--- src/rtl/als_sample_scheduler.sv ---
// als_sample_scheduler: periodic request/average/hysteresis sequencer for a
// single-shot SPI ambient-light reader (start/done handshake).
// Optional macro ALS_SCHED_MINMAX_EN adds win_min/win_max window outputs.
module als_sample_scheduler #(
  parameter int PERIOD   = 100000,
  parameter int AVG_LOG2 = 3,
  parameter int TIMEOUT  = 4096,
  parameter int HYST     = 4
) (
  input  logic       clk,
  input  logic       rst,
  input  logic       enable,
  input  logic [7:0] threshold,
  input  logic       err_clr,
  output logic       start,
  input  logic       done,
  input  logic [7:0] rd_data,
  output logic [7:0] avg,
  output logic       avg_valid,
  output logic       light,
  output logic       timeout_err
`ifdef ALS_SCHED_MINMAX_EN
  ,
  output logic [7:0] win_min,
  output logic [7:0] win_max
`endif
);

  localparam int PCNT_W = $clog2(PERIOD);
  localparam int TCNT_W = (TIMEOUT > 2) ? $clog2(TIMEOUT) : 1;
  localparam int SMP_W  = AVG_LOG2 + 1;
  localparam int ACC_W  = 8 + AVG_LOG2;

  localparam logic [PCNT_W-1:0] PCNT_END = PCNT_W'(PERIOD - 2);
  // The counter is compared before its increment, so the hit fires on the
  // edge where it would reach TIMEOUT-1.
  localparam logic [TCNT_W-1:0] TCNT_HIT = TCNT_W'(TIMEOUT - 2);
  localparam logic [SMP_W-1:0]  SMP_LAST = SMP_W'((1 << AVG_LOG2) - 1);
  localparam logic [7:0]        HYST8    = 8'(HYST);

  typedef enum logic [2:0] {S_IDLE, S_WAIT, S_START, S_BUSY, S_ACC} state_t;

  state_t             state_reg, state_next;
  logic [PCNT_W-1:0]  period_cnt_reg, period_cnt_next;
  logic [TCNT_W-1:0]  tmo_cnt_reg, tmo_cnt_next;
  logic [SMP_W-1:0]   smp_cnt_reg, smp_cnt_next;
  logic [ACC_W-1:0]   acc_reg, acc_next;
  logic [7:0]         sample_reg, sample_next;
  logic               start_reg, start_next;
  logic [7:0]         avg_reg, avg_next;
  logic               avg_valid_reg, avg_valid_next;
  logic               light_reg, light_next;
  logic               err_reg, err_next;
`ifdef ALS_SCHED_MINMAX_EN
  logic [7:0]         run_min_reg, run_min_next, run_max_reg, run_max_next;
  logic [7:0]         win_min_reg, win_min_next, win_max_reg, win_max_next;
  logic [7:0]         smp_min, smp_max;
`endif

  logic               period_end, tmo_hit, win_last;
  logic [ACC_W-1:0]   sum;
  logic [7:0]         new_avg;
  logic [8:0]         hi_sum;
  logic [7:0]         hi_lvl, lo_lvl;

  assign period_end = (period_cnt_reg == PCNT_END);
  assign tmo_hit    = (tmo_cnt_reg == TCNT_HIT);
  assign win_last   = (smp_cnt_reg == SMP_LAST);
  assign sum        = acc_reg + ACC_W'(sample_reg);
  assign new_avg    = sum[AVG_LOG2 +: 8];
  // Hysteresis levels, clamped to the 8-bit range
  assign hi_sum     = {1'b0, threshold} + {1'b0, HYST8};
  assign hi_lvl     = hi_sum[8] ? 8'hFF : hi_sum[7:0];
  assign lo_lvl     = (threshold < HYST8) ? 8'h00 : (threshold - HYST8);
`ifdef ALS_SCHED_MINMAX_EN
  assign smp_min    = (sample_reg < run_min_reg) ? sample_reg : run_min_reg;
  assign smp_max    = (sample_reg > run_max_reg) ? sample_reg : run_max_reg;
`endif

  // State register
  always_ff @(posedge clk or posedge rst) begin
    if (rst) state_reg <= S_IDLE;
    else     state_reg <= state_next;
  end

  // Next-state logic; a late reader jumps straight from S_ACC to S_START
  always_comb begin
    state_next = state_reg;
    case (state_reg)
      S_IDLE:  if (enable) state_next = S_WAIT;
      S_WAIT:  if (!enable) state_next = S_IDLE;
               else if (period_end) state_next = S_START;
      S_START: state_next = enable ? S_BUSY : S_IDLE;
      S_BUSY:  if (done || tmo_hit)
                 state_next = !enable ? S_IDLE : (done ? S_ACC : S_WAIT);
      S_ACC:   if (!enable) state_next = S_IDLE;
               else if (period_end) state_next = S_START;
               else state_next = S_WAIT;
      default: state_next = S_IDLE;
    endcase
  end

  // Output / datapath next values (all outputs are registered)
  always_comb begin
    period_cnt_next = period_cnt_reg;
    tmo_cnt_next    = tmo_cnt_reg;
    smp_cnt_next    = smp_cnt_reg;
    acc_next        = acc_reg;
    sample_next     = sample_reg;
    avg_next        = avg_reg;
    light_next      = light_reg;
    err_next        = err_clr ? 1'b0 : err_reg;
    avg_valid_next  = 1'b0;
    start_next      = (state_next == S_START);
`ifdef ALS_SCHED_MINMAX_EN
    run_min_next    = run_min_reg;
    run_max_next    = run_max_reg;
    win_min_next    = win_min_reg;
    win_max_next    = win_max_reg;
`endif
    // Period counter saturates at its terminal value so a slow reader never wraps it
    if (!period_end) period_cnt_next = period_cnt_reg + PCNT_W'(1);
    case (state_reg)
      S_IDLE: begin
        period_cnt_next = '0;
        smp_cnt_next    = '0;
        acc_next        = '0;
`ifdef ALS_SCHED_MINMAX_EN
        run_min_next    = 8'hFF;
        run_max_next    = 8'h00;
`endif
      end
      S_START: begin
        period_cnt_next = '0;
        tmo_cnt_next    = '0;
      end
      S_BUSY: begin
        tmo_cnt_next = tmo_cnt_reg + TCNT_W'(1);
        if (done)         sample_next = rd_data;
        else if (tmo_hit) err_next    = 1'b1;
      end
      S_ACC: begin
        if (!enable) begin
          smp_cnt_next = '0;
          acc_next     = '0;
        end else if (win_last) begin
          smp_cnt_next   = '0;
          acc_next       = '0;
          avg_next       = new_avg;
          avg_valid_next = 1'b1;
          if (new_avg >= hi_lvl)     light_next = 1'b1;
          else if (new_avg < lo_lvl) light_next = 1'b0;
`ifdef ALS_SCHED_MINMAX_EN
          win_min_next = smp_min;
          win_max_next = smp_max;
          run_min_next = 8'hFF;
          run_max_next = 8'h00;
`endif
        end else begin
          smp_cnt_next = smp_cnt_reg + SMP_W'(1);
          acc_next     = sum;
`ifdef ALS_SCHED_MINMAX_EN
          run_min_next = smp_min;
          run_max_next = smp_max;
`endif
        end
      end
      default: ;
    endcase
  end

  // Datapath and output registers
  always_ff @(posedge clk or posedge rst) begin
    if (rst) begin
      period_cnt_reg <= '0;
      tmo_cnt_reg    <= '0;
      smp_cnt_reg    <= '0;
      acc_reg        <= '0;
      sample_reg     <= '0;
      start_reg      <= 1'b0;
      avg_reg        <= 8'h00;
      avg_valid_reg  <= 1'b0;
      light_reg      <= 1'b0;
      err_reg        <= 1'b0;
`ifdef ALS_SCHED_MINMAX_EN
      run_min_reg    <= 8'hFF;
      run_max_reg    <= 8'h00;
      win_min_reg    <= 8'hFF;
      win_max_reg    <= 8'h00;
`endif
    end else begin
      period_cnt_reg <= period_cnt_next;
      tmo_cnt_reg    <= tmo_cnt_next;
      smp_cnt_reg    <= smp_cnt_next;
      acc_reg        <= acc_next;
      sample_reg     <= sample_next;
      start_reg      <= start_next;
      avg_reg        <= avg_next;
      avg_valid_reg  <= avg_valid_next;
      light_reg      <= light_next;
      err_reg        <= err_next;
`ifdef ALS_SCHED_MINMAX_EN
      run_min_reg    <= run_min_next;
      run_max_reg    <= run_max_next;
      win_min_reg    <= win_min_next;
      win_max_reg    <= win_max_next;
`endif
    end
  end

  assign start       = start_reg;
  assign avg         = avg_reg;
  assign avg_valid   = avg_valid_reg;
  assign light       = light_reg;
  assign timeout_err = err_reg;
`ifdef ALS_SCHED_MINMAX_EN
  assign win_min     = win_min_reg;
  assign win_max     = win_max_reg;
`endif

endmodule
--- config.mk ---
export PLATFORM = sky130hd
export DESIGN_NAME = als_sample_scheduler
export DESIGN_NICKNAME = d
export VERILOG_FILES = /design/src/rtl/als_sample_scheduler.sv
export SDC_FILE = /design/constraint.sdc
export NUM_CORES = 1
export LEC_CHECK = 0
export CAP_MARGIN = 0
export CORE_ASPECT_RATIO = 1.1
export CORE_MARGIN = 5
export CORE_UTILIZATION = 53
export CTS_BUF_LIST = sky130_fd_sc_hd__clkbuf_8
export DETAILED_ROUTE_END_ITERATION = 16
export GPL_TIMING_DRIVEN = 0
export HOLD_SLACK_MARGIN = 0.15
export PLACE_DENSITY = 0.74
export SLEW_MARGIN = 10
export SYNTH_ARGS = -nofsm -noshare
export SYNTH_HDL_FRONTEND = slang
export SYNTH_SLANG_ARGS = --single-unit
--- constraint.sdc ---
create_clock -name clk -period 5.5 [get_ports clk]
set_input_delay 0.825 -clock clk [delete_from_list [all_inputs] [get_ports clk]]
set_output_delay 0.825 -clock clk [all_outputs]
set_load 0.005 [all_outputs]
==> out/metrics.yaml <==
status: "complete, no violations"
drtPass1Iterations: 4
clkPwrFrac: 0.395
setup_viol: 0
grt_pass1_vias: 3145
powerDensity_nw_per_um2: 215
syn2layout_area_growth_pct: 15.9
async_reset_ff_frac: 1.00
synth_top_area_cell: "dfrtp_1"
p_seq_frac: 0.509
io_pins: 33
arrival_ns: 3.90
antenna_found_initial: 0
coreArea_um2: 7390
fin_cells: 562
ant_nets: 0
endpoint_kind: "flop"
overflow: 0
die_y_um: 101
initial_utilization: 0.540
drcViolationCount: 0
path_clk_slew_ns: 0.09
num-fill-cells: 622
dp_hpwl_mm: 5.83
h-tree-depth: 3
drt-wirelength-per-cell_um: 14.1
hp-class: "reg2reg"
setup_slack_ns: 1.82
p_leak_nw: 2.12
cts_setup_buffers: 0
cap_violations: 0
synthCells: 427
worstPathRequired_ns: 5.73
synth_edf_count: 0
syn-num-nets: 474
worst_path_most_repeated_cell: "ha_1"
slew_headroom: 0.509
fin_nets: 517
cts_buffer_depth: 2
grt_max_degree: 46
p_sw_frac: 0.282
path_buf_inv: 0
finalSetupTns_ns: 0
peakVddDrop_uv: 106
fmax_mhz: 272
die_width_um: 92.8
design.die.area_um2: 9370
netlist.area_leader.share: 0.420
routabilityCongestion: 0.836
largest_reg_flops: 17
ctsHoldBuffers: 0
synth.distinct_cells: 58
numPortBuffers: 31
fp-row-count: 33
syn-cell-area_um2: 3990
finalHoldViolCount: 0
p_int_mw: 0.714
dp.cells: 546
crit_type: "reg2reg"
power.share.combinational: 0.097
crit_path_top_delay_cell: "fa_1"
cts_resized: 0
cts_num_sinks: 67
dp_slack_ns: 1.50
path_max_fanout: 4
via_per_inst: 5.66
ys_warn_count: 0
cts_tree: "done"
grt_setup_unrepaired: "false"
switchingPower_mw: 0.281
finalCritPeriodShare: 0.668
period_needed_ns: 3.68
cp-start-kind: "flop"
layout-drive-gt1-share: 0.0989
finClkSkew_ns: 0.0112
grt_pass1_wl_mm: 14.0
num_antenna_cells: 0
clk_latency_ns: 0.35
cp_slowest_stage_delay_ns: 0.46
synth_ff_type: "dfrtp_1"
worst_pin_slew_ns: 0.735
vias: 3183
avgSynthCellArea_um2: 9.35
finalWirelength_mm: 7.93
drv_slew: 0
numCtsBuffers: 9
cts-root-buf: "clkbuf_8"
yosys-top-cells-area: "dfrtp_1 42%, ha_1 7.8%, nand2_1 6.0%"
grtUsageTotal: 0.185
crit_chain: "ha_1 -> fa_1 -> a2111oi_4 -> nor3b_2 -> o21ai_4 -> xnor2_1 -> ha_1 -> o21a_1 -> o21ai_0 -> a311oi_1 -> a221oi_1 -> a21oi_1 -> or3_1"
yosysSeqAreaShare: 0.420
critical-path-top-delay-family: "compound AO/OA/AOI/OAI gates"
initialDrtViolationCount: 143
synth-seq-cells: 67
[worst paths after layout]
check / start / to / slack, ns / depth (start not counted)
worst max-delay path: acc_reg[0] / light / 1.82 / 13
worst min-delay path: avg[6] / avg[6] / 0.49 / 2
worst max register to register: acc_reg[0] / light / 1.82 / 13
worst min register to register: avg[6] / avg[6] / 0.49 / 2
max in group asynchronous: rst / acc_reg[1] / 4.21 / 3
min in group asynchronous: rst / acc_reg[8] / 0.78 / 2
[through the flow]
step / cell area (µm²) / utilization / hold WS, ns / power (mW)
final: 4630 / 0.626 / 0.490 / 0.995
after global routing: 4630 / 0.626 / 0.517 / 1.04
after CTS: 4630 / 0.626 / 0.487 / 1.01
after detailed placement: 4440 / 0.601 / 0.467 / 0.613
after global placement: 4410 / 0.597 / 0.460 / 0.607
after floorplan: 3990 / - / 0.456 / 0.576
[cell families (layout without fill, tap and decap cells)]
logic type      after synthesis  count (layout)  share of synthesized area
compound gates               74              74                      0.136
xor+xnor                     32              32                     0.0721
fa+ha+maj                    27              27                     0.0858
buf+inv                      22              70                     0.0216
flops                        67              67                      0.420
mux                          10              10                     0.0276
simple gates                195             195                      0.237
[layout by cell type (no fill, tap or decap), types with 4 or more instances in the layout]
master,n
dfrtp_1,67
clkbuf_1,7
a21o_1,5
clkbuf_8,9
clkdlybuf4s50_1,31
inv_1,10
or2b_2,4
nor2_1,46
a22o_1,7
nand2_1,64
xnor2_1,14
nand4_1,9
or3_1,6
nand2b_1,6
xor2_1,17
ha_1,25
nor3_1,10
mux2_2,8
a21oi_1,12
and3_1,7
nand3_1,17
nor2b_1,5
o21ai_0,20
o21a_1,5
[synthesized netlist by cell type, drive strengths merged, types with 2 or more instances]
cell and count:
or3 7, nand3 18, a311oi 2, a31oi 2, nand2b 6, o31ai 2
mux2i 2, nand3b 3, a21oi 12, nor2b 5, buf 3, xnor2 15
nor4 3, o21a 5, ha 25, dfrtp 67, and3 7, or2b 4
mux2 8, nand4 9, and2 2, a21o 5, a211oi 2, o211ai 2
xor2 17, o221ai 3, clkbuf 7, a22o 8, nor2 46, inv 11
or2 3, nor3 10, nor3b 4, o21ai 24, nand2 65
[routing by layer]
| metal | GRT usage | vias up | part of all wire |
|---|---|---|---|
| met5 | 0 | - | 0 |
| met4 | 0.0609 | 0 | 0.017 |
| met3 | 0.0351 | 12 | 0.029 |
| met2 | 0.321 | 55 | 0.49 |
| met1 | 0.231 | 1524 | 0.46 |
| li1 | - | 1592 | - |
[final cells by class]
class,instances,area [µm²],share of cell area
multi-input cells,338,2230,0.482
flip-flops and latches,67,1680,0.362
repair buffers,32,338,0.0730
clock buffers,9,124,0.0268
well taps,87,109,0.0235
clock inverters,7,60.1,0.0130
inverters,12,47.5,0.0103
plain buffers,10,41.3,0.00892
[power groups by stage]
stage / sequential, mW / combinational, mW / clock [mW]
4_1_cts: 0.506 / 0.0979 / 0.403
3_3_place_gp: 0.515 / 0.0916 / 0
5_1_grt: 0.507 / 0.109 / 0.426
6_report: 0.506 / 0.0963 / 0.392
2_1_floorplan: 0.514 / 0.0624 / 0
3_5_place_dp: 0.516 / 0.0973 / 0
[worst reg2reg max path, cell delays in order, from the launching register on]
cell and delay (ns):
dfrtp_1 0.39, ha_1 0.24, fa_1 0.46, a2111oi_4 0.33, nor3b_2 0.12, o21ai_4 0.22
xnor2_1 0.23, ha_1 0.31, o21a_1 0.11, o21ai_0 0.24, a311oi_1 0.10, a221oi_1 0.33
a21oi_1 0.11, or3_1 0.34
Power figures use the tool's default switching activity.
